--- src/rtl/dot_matrix_pkg.sv ---
// ----------------------------------------------------------------------------
// dot_matrix_pkg
//   Shared definitions for the 8x8 dot-matrix display path.
//   - ROWS_DEF / COLS_DEF / BLANK_CYCLES_DEF : default geometry and blanking
//   - scan_state_t                           : row-scan FSM state encoding
//   - row_aw()                               : row address width for N rows
// ----------------------------------------------------------------------------
package dot_matrix_pkg;

    localparam int ROWS_DEF         = 8;
    localparam int COLS_DEF         = 8;
    localparam int BLANK_CYCLES_DEF = 2;

    typedef enum logic [1:0] {
        IDLE  = 2'd0,
        SCAN  = 2'd1,
        BLANK = 2'd2
    } scan_state_t;

    // Address width for a row index; never narrower than one bit.
    function automatic int row_aw(input int rows);
        return (rows > 1) ? $clog2(rows) : 1;
    endfunction

endpackage

--- src/rtl/dot_matrix_row_scanner_edge_tick.sv ---
// ----------------------------------------------------------------------------
// edge_tick
//   Registered rising-edge detector. Turns a slow level (e.g. a divided clock)
//   into a single clk-wide tick, one clk after the rise is first sampled.
//   Ports:
//     clk  in  system clock
//     rst  in  asynchronous, active-low reset
//     sig  in  slow input level (already synchronous to clk)
//     tick out one-cycle pulse per rising edge of sig
// ----------------------------------------------------------------------------
module edge_tick (
    input  logic clk,
    input  logic rst,
    input  logic sig,
    output logic tick
);

    logic sig_d;

    always_ff @(posedge clk or negedge rst) begin
        if (!rst) begin
            sig_d <= 1'b0;
            tick  <= 1'b0;
        end else begin
            sig_d <= sig;
            tick  <= sig & ~sig_d;
        end
    end

endmodule

--- src/rtl/dot_matrix_row_scanner.sv ---
// ----------------------------------------------------------------------------
// dot_matrix_row_scanner
//   Row-scan engine for the dot-matrix display. Each rising edge of scan_clk
//   (the divided clock, sampled in the clk domain) advances one row. The frame
//   image is double-buffered: writes land in the back buffer, and a requested
//   swap only takes effect when row 0 is about to be driven, so a frame is
//   never shown half old / half new.
//
//   Optional build macro: DOT_SCAN_BLANK_EN
//     Defined   -> each row change inserts BLANK_CYCLES clk cycles of all-off
//                  output; ticks arriving while blanking are dropped.
//     Undefined -> row changes directly on the tick.
//
//   Ports:
//     clk, rst     system clock, asynchronous active-low reset
//     scan_clk     divided clock; each rising edge is one scan tick
//     wr_en/wr_row/wr_data  write one row image into the back buffer
//     swap_req     request a front/back swap at the next frame boundary
//     swap_ack     one-cycle pulse when the swap happens
//     row_sel      one-hot active-high row enable
//     col_data     column data for the selected row
//     frame_start  one-cycle pulse when row 0 is driven
// ----------------------------------------------------------------------------
module dot_matrix_row_scanner
    import dot_matrix_pkg::*;
#(
    parameter int ROWS         = ROWS_DEF,
    parameter int COLS         = COLS_DEF,
    parameter int BLANK_CYCLES = BLANK_CYCLES_DEF
) (
    input  logic                      clk,
    input  logic                      rst,
    input  logic                      scan_clk,
    input  logic                      wr_en,
    input  logic [row_aw(ROWS)-1:0]   wr_row,
    input  logic [COLS-1:0]           wr_data,
    input  logic                      swap_req,
    output logic                      swap_ack,
    output logic [ROWS-1:0]           row_sel,
    output logic [COLS-1:0]           col_data,
    output logic                      frame_start
);

    localparam int                RAW      = row_aw(ROWS);
    localparam logic [RAW-1:0]    LAST_ROW = RAW'(ROWS - 1);
    localparam logic [RAW:0]      ROWS_W   = (RAW + 1)'(ROWS);
    localparam logic [ROWS-1:0]   ROW_ONE  = ROWS'(1);

    scan_state_t state, state_nxt;

    logic                              tick;
    logic [1:0][ROWS-1:0][COLS-1:0]    fbuf;
    logic                              front;
    logic                              back;
    logic                              pending;
    logic [RAW-1:0]                    row_idx;
    logic [RAW-1:0]                    row_inc;
    logic [RAW-1:0]                    nr;
    logic                              drive;
    logic                              blank_enter;
    logic                              do_swap;
    logic                              new_front;
    logic                              wr_ok;
    logic [COLS-1:0]                   col_next;

`ifdef DOT_SCAN_BLANK_EN
    localparam int BCW = (BLANK_CYCLES > 1) ? $clog2(BLANK_CYCLES) : 1;
    logic [BCW-1:0] blank_cnt;
`endif

    edge_tick u_tick (
        .clk  (clk),
        .rst  (rst),
        .sig  (scan_clk),
        .tick (tick)
    );

    // ------------------------------------------------------------------
    // FSM: state register
    // ------------------------------------------------------------------
    always_ff @(posedge clk or negedge rst) begin
        if (!rst) state <= IDLE;
        else      state <= state_nxt;
    end

    // ------------------------------------------------------------------
    // FSM: next state
    // ------------------------------------------------------------------
    always_comb begin
        state_nxt = state;
        case (state)
            IDLE: if (tick) state_nxt = SCAN;
`ifdef DOT_SCAN_BLANK_EN
            SCAN:  if (tick) state_nxt = BLANK;
            BLANK: if (blank_cnt == '0) state_nxt = SCAN;
`else
            SCAN: ;
`endif
            default: state_nxt = IDLE;
        endcase
    end

    // ------------------------------------------------------------------
    // FSM: outputs (row-load strobe, next row index, blank entry)
    // ------------------------------------------------------------------
    assign row_inc = (row_idx == LAST_ROW) ? '0 : row_idx + RAW'(1);

    always_comb begin
        drive       = 1'b0;
        blank_enter = 1'b0;
        nr          = row_idx;
        case (state)
            // First tick after reset always starts a frame at row 0.
            IDLE: if (tick) begin
                drive = 1'b1;
                nr    = '0;
            end
            SCAN: if (tick) begin
`ifdef DOT_SCAN_BLANK_EN
                blank_enter = 1'b1;
`else
                drive = 1'b1;
                nr    = row_inc;
`endif
            end
`ifdef DOT_SCAN_BLANK_EN
            // row_idx still holds the previous row while blanking.
            BLANK: if (blank_cnt == '0) begin
                drive = 1'b1;
                nr    = row_inc;
            end
`endif
            default: ;
        endcase
    end

    // ------------------------------------------------------------------
    // Frame buffer swap and write path
    // ------------------------------------------------------------------
    assign back      = ~front;
    assign wr_ok     = wr_en && ({1'b0, wr_row} < ROWS_W);
    assign do_swap   = drive && (nr == '0) && pending;
    assign new_front = front ^ do_swap;

    // On a swap edge the buffer being written is the one about to become
    // front, so a same-edge write to the row being loaded is forwarded.
    assign col_next = (do_swap && wr_ok && (wr_row == nr)) ? wr_data
                                                          : fbuf[new_front][nr];

    // Writes always target the pre-swap back buffer.
    always_ff @(posedge clk or negedge rst) begin
        if (!rst)       fbuf             <= '0;
        else if (wr_ok) fbuf[back][wr_row] <= wr_data;
    end

    // ------------------------------------------------------------------
    // Scan datapath registers
    // ------------------------------------------------------------------
    always_ff @(posedge clk or negedge rst) begin
        if (!rst) begin
            row_idx     <= '0;
            row_sel     <= '0;
            col_data    <= '0;
            frame_start <= 1'b0;
            swap_ack    <= 1'b0;
            front       <= 1'b0;
            pending     <= 1'b0;
        end else begin
            frame_start <= drive && (nr == '0);
            swap_ack    <= do_swap;
            front       <= new_front;
            // A request landing on the swap edge is absorbed by that swap.
            pending     <= do_swap ? 1'b0 : (pending | swap_req);
            if (drive) begin
                row_idx  <= nr;
                row_sel  <= ROW_ONE << nr;
                col_data <= col_next;
            end else if (blank_enter) begin
                row_sel  <= '0;
                col_data <= '0;
            end
        end
    end

`ifdef DOT_SCAN_BLANK_EN
    always_ff @(posedge clk or negedge rst) begin
        if (!rst)                                   blank_cnt <= '0;
        else if (blank_enter)                       blank_cnt <= BCW'(BLANK_CYCLES - 1);
        else if (state == BLANK && blank_cnt != '0) blank_cnt <= blank_cnt - BCW'(1);
    end
`endif

endmodule
--- config.mk ---
export PLATFORM = sky130hd
export DESIGN_NAME = dot_matrix_row_scanner
export DESIGN_NICKNAME = d
export VERILOG_FILES = /design/src/rtl/dot_matrix_pkg.sv /design/src/rtl/dot_matrix_row_scanner_edge_tick.sv /design/src/rtl/dot_matrix_row_scanner.sv
export SDC_FILE = /design/constraint.sdc
export NUM_CORES = 1
export LEC_CHECK = 0
export ABC_AREA = 1
export BUFFER_PORTS_ARGS = -buffer_cell sky130_fd_sc_hd__buf_2
export CORE_UTILIZATION = 50
export DETAILED_ROUTE_END_ITERATION = 12
export GPL_ROUTABILITY_DRIVEN = 0
export PLACE_DENSITY = 0.78
export SETUP_SLACK_MARGIN = 0.4
export SLEW_MARGIN = 20
export SYNTH_ARGS = -nofsm -noshare
export SYNTH_HDL_FRONTEND = slang
export SYNTH_HIERARCHICAL = 1
export SYNTH_SLANG_ARGS = --single-unit
export TNS_END_PERCENT = 10
--- constraint.sdc ---
create_clock -name clk -period 2.65 [get_ports clk]
set_input_delay 0.1325 -clock clk [delete_from_list [all_inputs] [get_ports clk]]
set_output_delay 0.1325 -clock clk [all_outputs]
set_load 0.1 [all_outputs]
# Yosys cells after proc, flatten, opt, wreduce, memory -nomap -nowiden
# Cells that the tools add are included.
# word_totals
ff_bits	155
in_bits	16
wordCells	73
# op_classes
addsub	1
order_cmp	6
eq_ne	4
shift	1
n_mux	19
n_bitwise	6
reduce_logical	10
# op_table
cell	n
64-bit 2-to-1 mux	3
128-bit bitwise mux	1
64-bit demux with 1-bit select	1
8-bit binary-select mux with 3-bit select	1
8-bit demux with 3-bit select	1
8-bit 2-to-1 mux	3
3-bit 2-to-1 mux	3
3-bit by 4-bit less-than comparator with 1-bit output, second input constant	2
1-bit by 3-bit left shift with 8-bit output, first input constant	1
1-bit logical AND	6
3-bit one-hot mux with 2 select lines	1
1-bit by 2-bit less-than comparator with 1-bit output, second input constant	2
2-bit one-hot mux with 2 select lines	1
3-bit by 1-bit adder with 3-bit output, second input constant	1
3-bit equality test	1
3-bit equality test, second input constant	1
3-bit by 1-bit >= comparator with 1-bit output, second input constant	1
3-bit zero test	1
1-bit 2-to-1 mux	3
1-bit inverter	3
2-bit by 1-bit equality test with 1-bit output, second input constant	1
2-bit zero test	1
2-bit 2-to-1 mux	1
2-bit by 1-bit inequality test with 1-bit output, second input constant	1
other kinds (6)	6

# Logic depth before layout (Yosys ltp)
# Gate-level depths: netlist of the first run.
# logic_depth
ltp_word	13
depth_mapped	16
ltp_nobuf	15

# Cells and area by module
# The synthesis of the first run kept the hierarchy.
# modules_own_cells
mod	instances	cells_each	area_per_inst_um2
dot_matrix_row_scanner	1	854	7006.7
edge_tick	1	4	60.1

# Least setup slack after synthesis of the first run
# OpenSTA, ideal clock, no wires.
# synth_path
path_type	flip-flop to flip-flop
startpoint	reg row_idx[1]
endpoint	reg col_data[4]
t_arrival_ns	2.032
t_required_ns	2.530
path_slack_ns	0.498
path_stages_with_launch	15
synth_period_minus_slack_ns	2.152
path_cell_list	dfrtp_1 ha_1 ha_1 nand3_2 o21ai_2 buf_2 nand2_1 nand2_1 nor3_2 nand2_2 buf_2 o21ai_0 inv_1 nand2_1 nand2_1
# synth_via
elab_chain_cells	13
# synth_rtl
element	line	rtl
from (decl)	dot_matrix_row_scanner.sv:56	logic [RAW-1:0] row_idx;
from (signal assigned)	dot_matrix_row_scanner.sv:175	row_idx <= nr;
3-bit by 1-bit adder with 3-bit output / 3-bit equality test (equally long branches)	dot_matrix_row_scanner.sv:106	assign row_inc = (row_idx == LAST_ROW) ? '0 : row_idx + RAW'(1);
3-bit 2-to-1 mux	dot_matrix_row_scanner.sv:106	
3-bit 2-to-1 mux	dot_matrix_row_scanner.sv:118	SCAN: if (tick) begin
3-bit one-hot mux with 2 select lines (*)	dot_matrix_row_scanner.sv:112	case (state)
3-bit zero test	dot_matrix_row_scanner.sv:142	assign do_swap = drive && (nr == '0) && pending;
1-bit logical AND (2 in series)	dot_matrix_row_scanner.sv:142	
1-bit XOR	dot_matrix_row_scanner.sv:143	assign new_front = front ^ do_swap;
64-bit 2-to-1 mux (not written as such) (2 in series)	dot_matrix_row_scanner.sv:148	: fbuf[new_front][nr];
8-bit binary-select mux with 3-bit select	dot_matrix_row_scanner.sv:148	
8-bit 2-to-1 mux (not written as such)	dot_matrix_row_scanner.sv:148	
8-bit 2-to-1 mux (*)	dot_matrix_row_scanner.sv:147	assign col_next = (do_swap && wr_ok && (wr_row == nr)) ? wr_data
to (signal assigned)	dot_matrix_row_scanner.sv:177	col_data <= col_next;
to (decl)	dot_matrix_row_scanner.sv:40	output logic [COLS-1:0] col_data,
# Every way passes the cells marked *; elsewhere a longest branch is shown, timed or not. The select of a mux whose other input is x is not followed.
# A chain may end at the register's enable or synchronous reset.

# Worst setup path in the final report of the first run
# layout_path
startpoint	reg row_idx[0]
endpoint	reg col_data[0]
# Same word-level chain as after synthesis.

==> results of run 1 <==
flip-flops by register name, summed over array words and instances (netlist names):
| name | count |
|---|---|
| state | 1 |
| u_tick/tick | 1 |
| u_tick/sig_d | 1 |
| fbuf | 128 |
| col_data | 8 |
| front | 1 |
| pending | 1 |
| frame_start | 1 |
| row_idx | 3 |
| swap_ack | 1 |
| row_sel | 8 |
layout make-up:
cell class | count | area [um2]
timing repair buffer | 74 | 577
clock buffer | 22 | 484
tap | 180 | 225
sequential | 154 | 3850
fill | 1124 | 5410
clock inverter | 8 | 118
multi-input combinational | 589 | 2870
inverter | 73 | 289
logic make-up after synthesis:
group                    share of synthesized area
XOR/XNOR                                   0.00124
adder cells (fa/ha/maj)                    0.00354
AO/OA/AOI/OAI                                0.134
buffers and inverters                       0.0705
AND/OR/NAND/NOR                              0.245
flip-flops                                   0.545
layout by cell type (no fill, tap or decap), drive strengths merged, types with 2 or more instances in the layout:
| cell type | count |
|---|---|
| nand4 | 14 |
| nor3 | 4 |
| a21oi | 23 |
| clkinv | 4 |
| nor2 | 47 |
| ha | 2 |
| buf | 65 |
| nand3b | 3 |
| o21ai | 158 |
| clkbuf | 24 |
| inv | 73 |
| nand3 | 49 |
| dfrtp | 154 |
| a22oi | 3 |
| nand2 | 282 |
| dlygate4sd3 | 7 |
| bufinv | 3 |
synth_stat cells (all sizes together):
cell type	number	area (um2)
nor3	4	25.0
inv	73	277
nor4	1	12.5
o22ai	1	6.26
a21oi	23	126
dfrtp	154	3850
or2	1	6.26
o21ai	158	795
nand2	280	1090
a22oi	3	22.5
nand3	49	255
xor2	1	8.76
buf	17	120
clkbuf	27	101
ha	2	25.0
nor2	47	195
nand4	14	124
nand3b	3	22.5
worst register-to-register path: cells and delay by family, from the launching register on:
kind                     cells  cell delay (ns)
buffers and inverters        2             0.31
AND/OR/NAND/NOR              6             0.65
AO/OA/AOI/OAI                2             0.27
flip-flops                   1             0.45
adder cells (fa/ha/maj)      2             0.41
layer usage:
| metal | vias to the layer above | wire [um] | GRT usage |
|---|---|---|---|
| met5 | - | 0 | 0 |
| met4 | 0 | 763 | 0.137 |
| met3 | 66 | 1410 | 0.0555 |
| met2 | 314 | 9250 | 0.445 |
| met1 | 3026 | 8110 | 0.357 |
| li1 | 2872 | - | - |
how the worst max path moves through the flow:
stage	startpoint	to	slack (ns)	cells past startpoint
detailed placement	row_idx[1]	col_data[1]	0.27	13
finish	row_idx[0]	col_data[0]	0.43	12
floorplan	row_idx[1]	col_data[4]	0.50	14
global route	row_idx[0]	col_data[0]	0.33	15
CTS	row_idx[0]	col_data[2]	0.39	12
global placement	row_idx[1]	col_data[0]	0.32	15
per-stage QoR:
| step | setup WS (ns) | instance area (um2) |
|---|---|---|
| 2_1_floorplan | 0.498 | 7070 |
| 3_3_place_gp | 0.320 | 7400 |
| 3_5_place_dp | 0.272 | 7400 |
| 4_1_cts | 0.392 | 8190 |
| 5_1_grt | 0.334 | 8420 |
| 6_report | 0.428 | 8420 |
where the power goes:
group / internal (mW) / switching [mW] / total (mW) / leakage (nW)
registers: 3.43 / 0.599 / 4.03 / 1.91
logic: 1.36 / 2.91 / 4.27 / 1.89
clock network: 1.56 / 0.923 / 2.49 / 0.298
total: 6.36 / 4.43 / 10.8 / 4.10
repair_timing:
action,in CTS,in global routing
hold buffers,7,0
resized for setup,11,26
cloned,1,3
endpoints found under the hold margin,47,0
buffers inserted,8,8
pin swaps,4,9
endpoints found under the setup margin,8,8
==> results.md, run 1 <==
* Starting DRT DRC Count at 691
* Power per cell area at 1280 nW/um2
* R2r endpoint: col_data[0]
* Overall power at 10.8 mW
* CTS H-tree lvls at 4
* Crit-path max cell delay at 0.45 ns
* Synth-to-layout area growth at 19.1%
* Grt ovf at 0
* Crit-path cells: ha_4 > ha_4 > a21oi_4 > buf_6 > nand4_4 > nand2_2 > buf_12 > nand2_1 > nand3_1 > nand3_1 > nand2_1 > a21oi_2
* Hold path cells at 3
* Cts bufs inserted at 17
* Synth Instances at 858
* Crit-path leading delay family: simple AND/OR/NAND/NOR gates
* Synth Cell Area at 7070 um2
* Worst R2R Path Depth at 12
* Initial Util at 0.511
* Clock transition at path regs at 0.06 ns
* Total core area at 13,800 um2
* CP startpoint kind: flop
* CTS Buffer Depth at 2
* Number of core rows at 43
* First-pass GRT wire length at 30,400 um
* Slew margin rel. at 0.529
* Crit share post-route at 0.839
* Crit. End Element: flop
* Post-DRT Antenna Nets at 0
* Detail Placement HPWL at 11,900 um
* Die height at 121 um
* Reg-to-reg critical path startpoint: row_idx[0]
* DR pass1 iterations at 6
* Fin. Hold Viols at 0
* Flop2flop setup slack at 0.43 ns
* Post-synth cell types at 33
* Synth warn at 6
* Largest net degree at the start of global routing at 85
* Slew @ Worst Pin at 0.705 ns
* CTS root buf: clkbuf_16
* Nets at 927
* Max VDD drop at 626 uV
* Clk_lat worst skew at 0.43 ns
* Status: complete, no violations
* Fin crit period at 2.22 ns
* Residual DRC count at 0
* Clk sinks at 154
* Min-Delay Path Class: input port to flop
* Layout cells sized above 1 at 0.149
* Hold_ws at 0.0140 ns
* Sequential cell area fraction in the yosys report at 0.545
* Worst Clk Skew at 0.00950 ns
* Seq cells post-synth at 154
* Final Non-Filler Cells at 1,100
* Pleak at 4.10 nW
* CP arrival at 2.53 ns
* Syn avg cell area at 8.24 um2
* Fin Setup TNS at 0 ns
* Slew Limit Fails at 0
* Worst-path maximum fanout at 20
* Syn nets at 876
* Initial antenna violation count at 0
* I/O pins at 34
* Slowest cell on crit path: dfrtp_2
* Vias in the first global route at 5,820
* Number of placed instances, taps included at 1,043
* Max cap viols at 0
* HP Start: wr_data[2]
* N_diodes at 0
* WL/cell at 17.8 um
* CTS tree: yes
* Vias per cell at 5.71
* Port Buffer Count at 33
* WHS Endpoint: fbuf[90]
* Required time worst endpoint at 2.96 ns
* CP Class: flop to flop
* Worst path buffer plus inverter count at 2
* Achievable Freq at 450 MHz
* Final setup fails at 0
* GRT Total Usage at 0.277
* DIE AREA at 14,600 um2
* Via count at 6,278
* Total Wirelength at 19,500 um
* Die X at 121 um
* Core Util, Final at 0.609
* Unrepaired setup endpoints after global routing: yes
Power figures use the tool's default switching activity.
==> run 2: changes to the inputs <==
--- a/config.mk
+++ b/config.mk
@@ -10,7 +10,7 @@
 export CORE_UTILIZATION = 50
 export DETAILED_ROUTE_END_ITERATION = 12
 export GPL_ROUTABILITY_DRIVEN = 0
-export PLACE_DENSITY = 0.78
+export PLACE_DENSITY = 0.81
 export SETUP_SLACK_MARGIN = 0.4
 export SLEW_MARGIN = 20
 export SYNTH_ARGS = -nofsm -noshare
==> constraint.sdc (replaced) <==
create_clock -name clk -period 1.95 [get_ports clk]
set_input_delay 0.0975 -clock clk [delete_from_list [all_inputs] [get_ports clk]]
set_output_delay 0.0975 -clock clk [all_outputs]
set_load 0.1 [all_outputs]
==> run 2 against run 1 <==
Compared with the run above: the flow now finishes with violations (negative setup slack); routed wire length grew 0.23%; cell area grew 4.7%; register-to-register slack lost 0.53 ns; count of clock-buffer cells in the layout shrank 4; final cell count grew 2.6%; critical path type unchanged; critical endpoint is now col_data[2]; largest cell class unchanged; largest power group unchanged; highest routed layer unchanged.
==> results.md, run 2 (same netlist as run 1, synthesis figures left out) <==
* Fin area at 8810 um2 (+4.7%)
* CP startpoint kind: flop
* Biggest register: fbuf
* Crit-path max cell delay at 0.41 ns (-0.04 ns)
* N_diodes at 0 (unchanged)
* Total core area at 13,800 um2 (unchanged)
* Clk sinks at 154 (unchanged)
* Crit-path cells: ha_4 > ha_4 > nor2_4 > nand2_4 > nand2_8 > buf_6 > nand2_8 > buf_12 > o21ai_0 > o21ai_1 > nand3_1 > nand3_1 > a21oi_1
* Cell-internal power at 8.95 mW (+41%)
* Number of core rows at 43 (unchanged)
* Port Buffer Count at 33 (unchanged)
* Post-DRT Antenna Nets at 0 (unchanged)
* Clk_lat worst skew at 0.42 ns (about the same)
* DR pass1 iterations at 5 (-1)
* CTS H-tree lvls at 4 (unchanged)
* Unrepaired setup endpoints after global routing: yes
* WHS Endpoint: fbuf[108]
* Total Wirelength at 19,600 um (+0.23%)
* Hold path cells at 3 (unchanged)
* Required time worst endpoint at 2.30 ns (-0.66 ns)
* CP Class: flop to flop
* Slew Limit Fails at 0 (unchanged)
* Slew margin rel. at 0.627 (+0.0983)
* Detail Placement HPWL at 12,800 um (+7.7%)
* Vias per cell at 5.56 (-2.6%)
* Pleak at 4.28 nW (+4.4%)
* Part of the power in combinational logic at 0.413 (+0.017)
* Die height at 121 um (unchanged)
* First-pass GRT wire length at 31,400 um (+3.0%)
* Max reg flops at 128 (unchanged)
* Crit. End Element: flop
* DIE AREA at 14,600 um2 (unchanged)
* Slowest cell on crit path: dfrtp_1
* CTS Buffer Depth at 2 (unchanged)
* WL/cell at 17.3 um (-2.3%)
* Worst Setup Slack, final at -0.0995 ns (-0.527 ns)
* Initial Util at 0.511 (unchanged)
* Sequential share of power at 0.364 (-0.010)
* HP Start: wr_data[4]
* Via count at 6,277 (-0.016%)
* Status: finished, violations left
* Worst R2R Path Depth at 13 (+1)
* Final setup fails at 8 (+8)
* Commonest cells after routing, fill and taps aside: nand2_1, dfrtp_1, o21ai_0
* Vias in the first global route at 6,126 (+5.3%)
* Hold_ws at 0.0252 ns (+0.0112 ns)
* Slew @ Worst Pin at 0.559 ns (-0.146 ns)
* Failing checks: negative setup slack
* CP arrival at 2.40 ns (-0.13 ns)
* Initial antenna violation count at 0 (unchanged)
* Grt ovf at 0 (unchanged)
* Synth-to-layout area growth at 24.7%
* Reg-to-reg critical path startpoint: row_idx[1]
* Nets at 955 (+3.0%)
* Switching Fraction at 0.409 (-0.00137)
* Core Util, Final at 0.637 (+0.0287)
* Largest net degree at the start of global routing at 63 (-26%)
* I/O pins at 34 (unchanged)
* Placed Area at 7810 um2 (+5.5%)
* Commonest non-fill, non-tap cell in the layout: nand2_1
* Max cap viols at 0 (unchanged)
* Psw at 6.20 mW (+40%)
* Min-Delay Path Class: input port to flop
* Die X at 121 um (unchanged)
* Flop2flop setup slack at -0.1 ns (-0.53 ns)
* Worst Clk Skew at 0.00629 ns (-0.00320 ns)
* Starting DRT DRC Count at 683 (-1.2%)
* Achievable Freq at 488 MHz (+8.4%)
* R2r endpoint: col_data[2]
* FILL cells at 1,110 (-1.2%)
* Fin crit period at 2.05 ns (-0.173 ns)
* Clk pwr share at 0.223 (-0.007)
* Crit share post-route at 1.05 (+0.213)
* Cts bufs inserted at 17 (unchanged)
* Pre-CTS setup slack at -0.263 ns (-0.534 ns)
* Max VDD drop at 867 uV (+38%)
* Worst-path maximum fanout at 7 (-65%)
* Power per cell area at 1720 nW/um2 (+34%)
* Clock transition at path regs at 0.06 ns (about the same)
* Layout cells sized above 1 at 0.196 (+0.0471)
* GRT Total Usage at 0.286 (+0.00934)
* Overall power at 15.1 mW (+40%)
* CTS tree: yes
* Residual DRC count at 0 (unchanged)
* Fin. Hold Viols at 0 (unchanged)
* Largest regs: fbuf: 128 flops, col_data: 8 flops, row_sel: 8 flops
* CTS root buf: clkbuf_16
-- run 2: worst max-delay path, delay by kind of cell, from the launching register on --
kind	cells	cell delay (ns)
simple gates	6	0.53
buf+inv	2	0.26
flops	1	0.41
compound gates	3	0.43
fa+ha+maj	2	0.33
-- run 2: timing repair --
item | in CTS | in global routing
hold endpoints to repair | 64 | 0
setup endpoints to repair | 57 | 79
pin swaps | 10 | 7
buffers inserted | 3 | 1
gates resized for setup | 50 | 22
gates cloned | 1 | 0
hold buffers | 9 | 0
-- run 2: area by class of cell --
type / instances / area [um2] / share of cell area
clock buffers: 18 / 439 / 0.0498
clock inverters: 13 / 166 / 0.0189
inverters: 73 / 287 / 0.0325
multi-input cells: 587 / 2940 / 0.333
flip-flops and latches: 154 / 3860 / 0.438
well taps: 180 / 225 / 0.0256
repair buffers: 104 / 902 / 0.102
-- run 2: per-stage QoR --
step	cells	setup TNS [ns]
3_5_place_dp	1084	-1.61
4_1_cts	1128	-0.633
3_3_place_gp	1084	-0.970
2_1_floorplan	858	0
5_1_grt	1129	-1.58
6_report	1129	-0.702
-- run 2: power groups by stage --
| stage | clock [mW] | sequential [mW] | combinational (mW) |
|---|---|---|---|
| 4_1_cts | 3.42 | 5.48 | 6.07 |
| 2_1_floorplan | 0 | 6.28 | 3.00 |
| 5_1_grt | 3.55 | 5.65 | 6.82 |
| 3_5_place_dp | 0 | 5.49 | 5.67 |
| 6_report | 3.38 | 5.52 | 6.25 |
| 3_3_place_gp | 0 | 5.43 | 5.51 |
-- run 2: worst max path at each step --
stage	start	cells past startpoint	endpoint	slack, ns
after floorplan	row_idx[1]	14	col_data[3]	0.008
after global placement	row_idx[1]	12	col_data[7]	-0.20
after detailed placement	row_idx[1]	12	col_data[7]	-0.26
after CTS	row_idx[1]	12	col_data[1]	-0.09
after global routing	row_idx[1]	12	col_data[5]	-0.22
final	row_idx[1]	13	col_data[2]	-0.1
-- run 2: routing by layer --
layer	track usage	routed length [um]	vias to the layer above
met5	0	0	-
met2	0.469	9430	279
met1	0.350	7860	3001
met4	0.153	880	0
li1	-	-	2921
met3	0.0672	1410	76
==> run 3: changes to the inputs <==
--- a/config.mk
+++ b/config.mk
@@ -7,10 +7,12 @@
 export LEC_CHECK = 0
 export ABC_AREA = 1
 export BUFFER_PORTS_ARGS = -buffer_cell sky130_fd_sc_hd__buf_2
+export CORE_MARGIN = 2
 export CORE_UTILIZATION = 50
 export DETAILED_ROUTE_END_ITERATION = 12
 export GPL_ROUTABILITY_DRIVEN = 0
 export PLACE_DENSITY = 0.81
+export REMOVE_ABC_BUFFERS = 1
 export SETUP_SLACK_MARGIN = 0.4
 export SLEW_MARGIN = 20
 export SYNTH_ARGS = -nofsm -noshare
==> run 3 against run 2 <==
Compared with the run above: the run still ends with negative setup slack left; sequential power barely moved; clock skew rose by 0.0014 ns; largest power group unchanged; largest cell class unchanged; cell area rose by 2.8%; global-route usage rose by 0.38 points.
==> results.md, run 3 (same netlist as run 1, synthesis figures left out) <==
* Achievable Freq at 445 MHz (-8.9%)
* Largest regs: fbuf: 128 flops, col_data: 8 flops, row_sel: 8 flops
* Clock transition at path regs at 0.06 ns (about the same)
* Hold_ws at 0.0307 ns (+0.00548 ns)
* Cts bufs inserted at 17 (unchanged)
* Number of placed instances, taps included at 1,085 (+0.092%)
* Hold path cells at 3 (unchanged)
* Commonest non-fill, non-tap cell in the layout: nand2_1
* Nets at 976 (+2.2%)
* Failing checks: negative setup slack
* Residual DRC count at 0 (unchanged)
* Slew Limit Fails at 0 (unchanged)
* Largest net degree at the start of global routing at 43 (-32%)
* CP startpoint kind: flop
* Port Buffer Count at 33 (unchanged)
* Clk_lat worst skew at 0.44 ns (+0.02 ns)
* CTS tree: yes
* I/O pins at 34 (unchanged)
* Die X at 123 um (+1.7%)
* Fin area at 9060 um2 (+2.8%)
* Final setup fails at 8 (unchanged)
* Crit-path cells: ha_4 > ha_4 > a21oi_4 > buf_6 > nand4_4 > nand2_4 > buf_12 > nand2_1 > nand3_1 > nand3_1 > nand2_1 > a21oi_2
* CTS root buf: clkbuf_16
* First-pass GRT wire length at 32,500 um (+3.5%)
* Starting DRT DRC Count at 844 (+24%)
* Pleak at 4.43 nW (+3.7%)
* CP arrival at 2.58 ns (+0.18 ns)
* Required time worst endpoint at 2.28 ns (-0.02 ns)
* Power per cell area at 1720 nW/um2 (+0.24%)
* Post-DRT Antenna Nets at 0 (unchanged)
* Slew @ Worst Pin at 0.566 ns (+0.00685 ns)
* Min-Delay Path Class: input port to flop
* Max VDD drop at 811 uV (-6.4%)
* Total core area at 13,800 um2 (unchanged)
* N_diodes at 0 (unchanged)
* Initial Util at 0.511 (unchanged)
* Worst-path maximum fanout at 10 (+3)
* Overall power at 15.6 mW (+3.0%)
* Unrepaired setup endpoints after global routing: yes
* Vias per cell at 5.77 (+3.7%)
* Max cap viols at 0 (unchanged)
* DIE AREA at 15,100 um2 (+3.3%)
* Worst R2R Path Depth at 12 (-1)
* Synth-to-layout area growth at 28.2%
* Grt ovf at 0 (unchanged)
* Worst Setup Slack, final at -0.299 ns (-0.200 ns)
* CTS Buffer Depth at 2 (unchanged)
* Detail Placement HPWL at 12,200 um (-5.0%)
* GRT Total Usage at 0.290 (+0.00382)
* Vias in the first global route at 6,256 (+2.1%)
* WL/cell at 18.7 um (+7.9%)
* Crit-path max cell delay at 0.43 ns (+0.02 ns)
* Max reg flops at 128 (unchanged)
* Placed Area at 7790 um2 (-0.22%)
* Fin. Hold Viols at 0 (unchanged)
* CTS H-tree lvls at 4 (unchanged)
* Crit share post-route at 1.15 (+0.102)
* Clk sinks at 154 (unchanged)
* Status: finished, violations left
* Final Non-Filler Cells at 1,151 (+1.9%)
* Commonest cells after routing, fill and taps aside: nand2_1, dfrtp_1, o21ai_0
* Die height at 123 um (+1.7%)
* CP Class: flop to flop
* Via count at 6,639 (+5.8%)
* DR pass1 iterations at 6 (+1)
* Initial antenna violation count at 0 (unchanged)
* Slew margin rel. at 0.623 (-0.00457)
* Fin crit period at 2.25 ns (+0.200 ns)
* Slowest cell on crit path: dfrtp_1
* Biggest register: fbuf
* Worst Clk Skew at 0.00773 ns (+0.00144 ns)
* Total Wirelength at 21,500 um (+10%)
* Layout cells sized above 1 at 0.220 (+0.0244)
* Number of core rows at 43 (unchanged)
* Crit. End Element: flop
==> run 3: metal layers <==
metal  GRT usage  part of all wire  up-vias
met1       0.361              0.39     3159
met2       0.463              0.48      417
met4       0.174             0.047        0
met5           0                 0        -
met3      0.0627             0.087       92
li1            -                 -     2971
==> run 3: report_power, final <==
part / internal [mW] / switching, mW / leakage, nW / total [mW]
clock network: 1.97 / 1.28 / 0.284 / 3.25
registers: 4.66 / 0.829 / 1.91 / 5.49
logic: 2.53 / 4.34 / 2.24 / 6.87
total: 9.16 / 6.45 / 4.43 / 15.6
==> run 3: cell type report <==
type	instances	area, um2
Multi-Input combinational cell	588	2990
Fill cell	1006	4770
Timing Repair Buffer	124	1130
Inverter	73	292
Clock inverter	8	92.6
Sequential cell	154	3850
Tap cell	180	225
Clock buffer	24	482
==> run 3: critical path: cells and delay by family (launching register included) <==
kind / cells / cell delay [ns]
buffers and inverters: 2 / 0.30
adders and majority gates: 2 / 0.44
AOI/OAI and AO/OA: 2 / 0.32
and+or+nand+nor: 6 / 0.66
DFF: 1 / 0.43
==> run 3: repair_timing <==
action | 4_1_cts | 5_1_grt
hold buffers | 10 | 0
gates cloned | 2 | 2
buffers inserted | 18 | 2
endpoints found under the setup margin | 51 | 55
gates resized for setup | 39 | 56
endpoints found under the hold margin | 170 | 0
pin swaps | 16 | 21
==> run 3: metrics by stage <==
| step | TNS (ns) | util | setup slack (ns) |
|---|---|---|---|
| 5_1_grt | -2.62 | 0.655 | -0.382 |
| 3_5_place_dp | -2.70 | 0.564 | -0.438 |
| 3_3_place_gp | -2.01 | 0.564 | -0.337 |
| 6_report | -1.93 | 0.655 | -0.299 |
| 4_1_cts | -1.14 | 0.636 | -0.170 |
| 2_1_floorplan | -6.24 | - | -0.725 |
==> run 3: path summary, 6_finish.rpt <==
path	end	startpoint	slack, ns
min reg2reg	u_tick/tick	u_tick/sig_d	0.41
max	col_data[0]	row_idx[0]	-0.30
max in group asynchronous	fbuf[82]	rst	1.20
min	fbuf[107]	wr_data[3]	0.03
max reg2reg	col_data[0]	row_idx[0]	-0.30
min in group asynchronous	fbuf[96]	rst	0.13
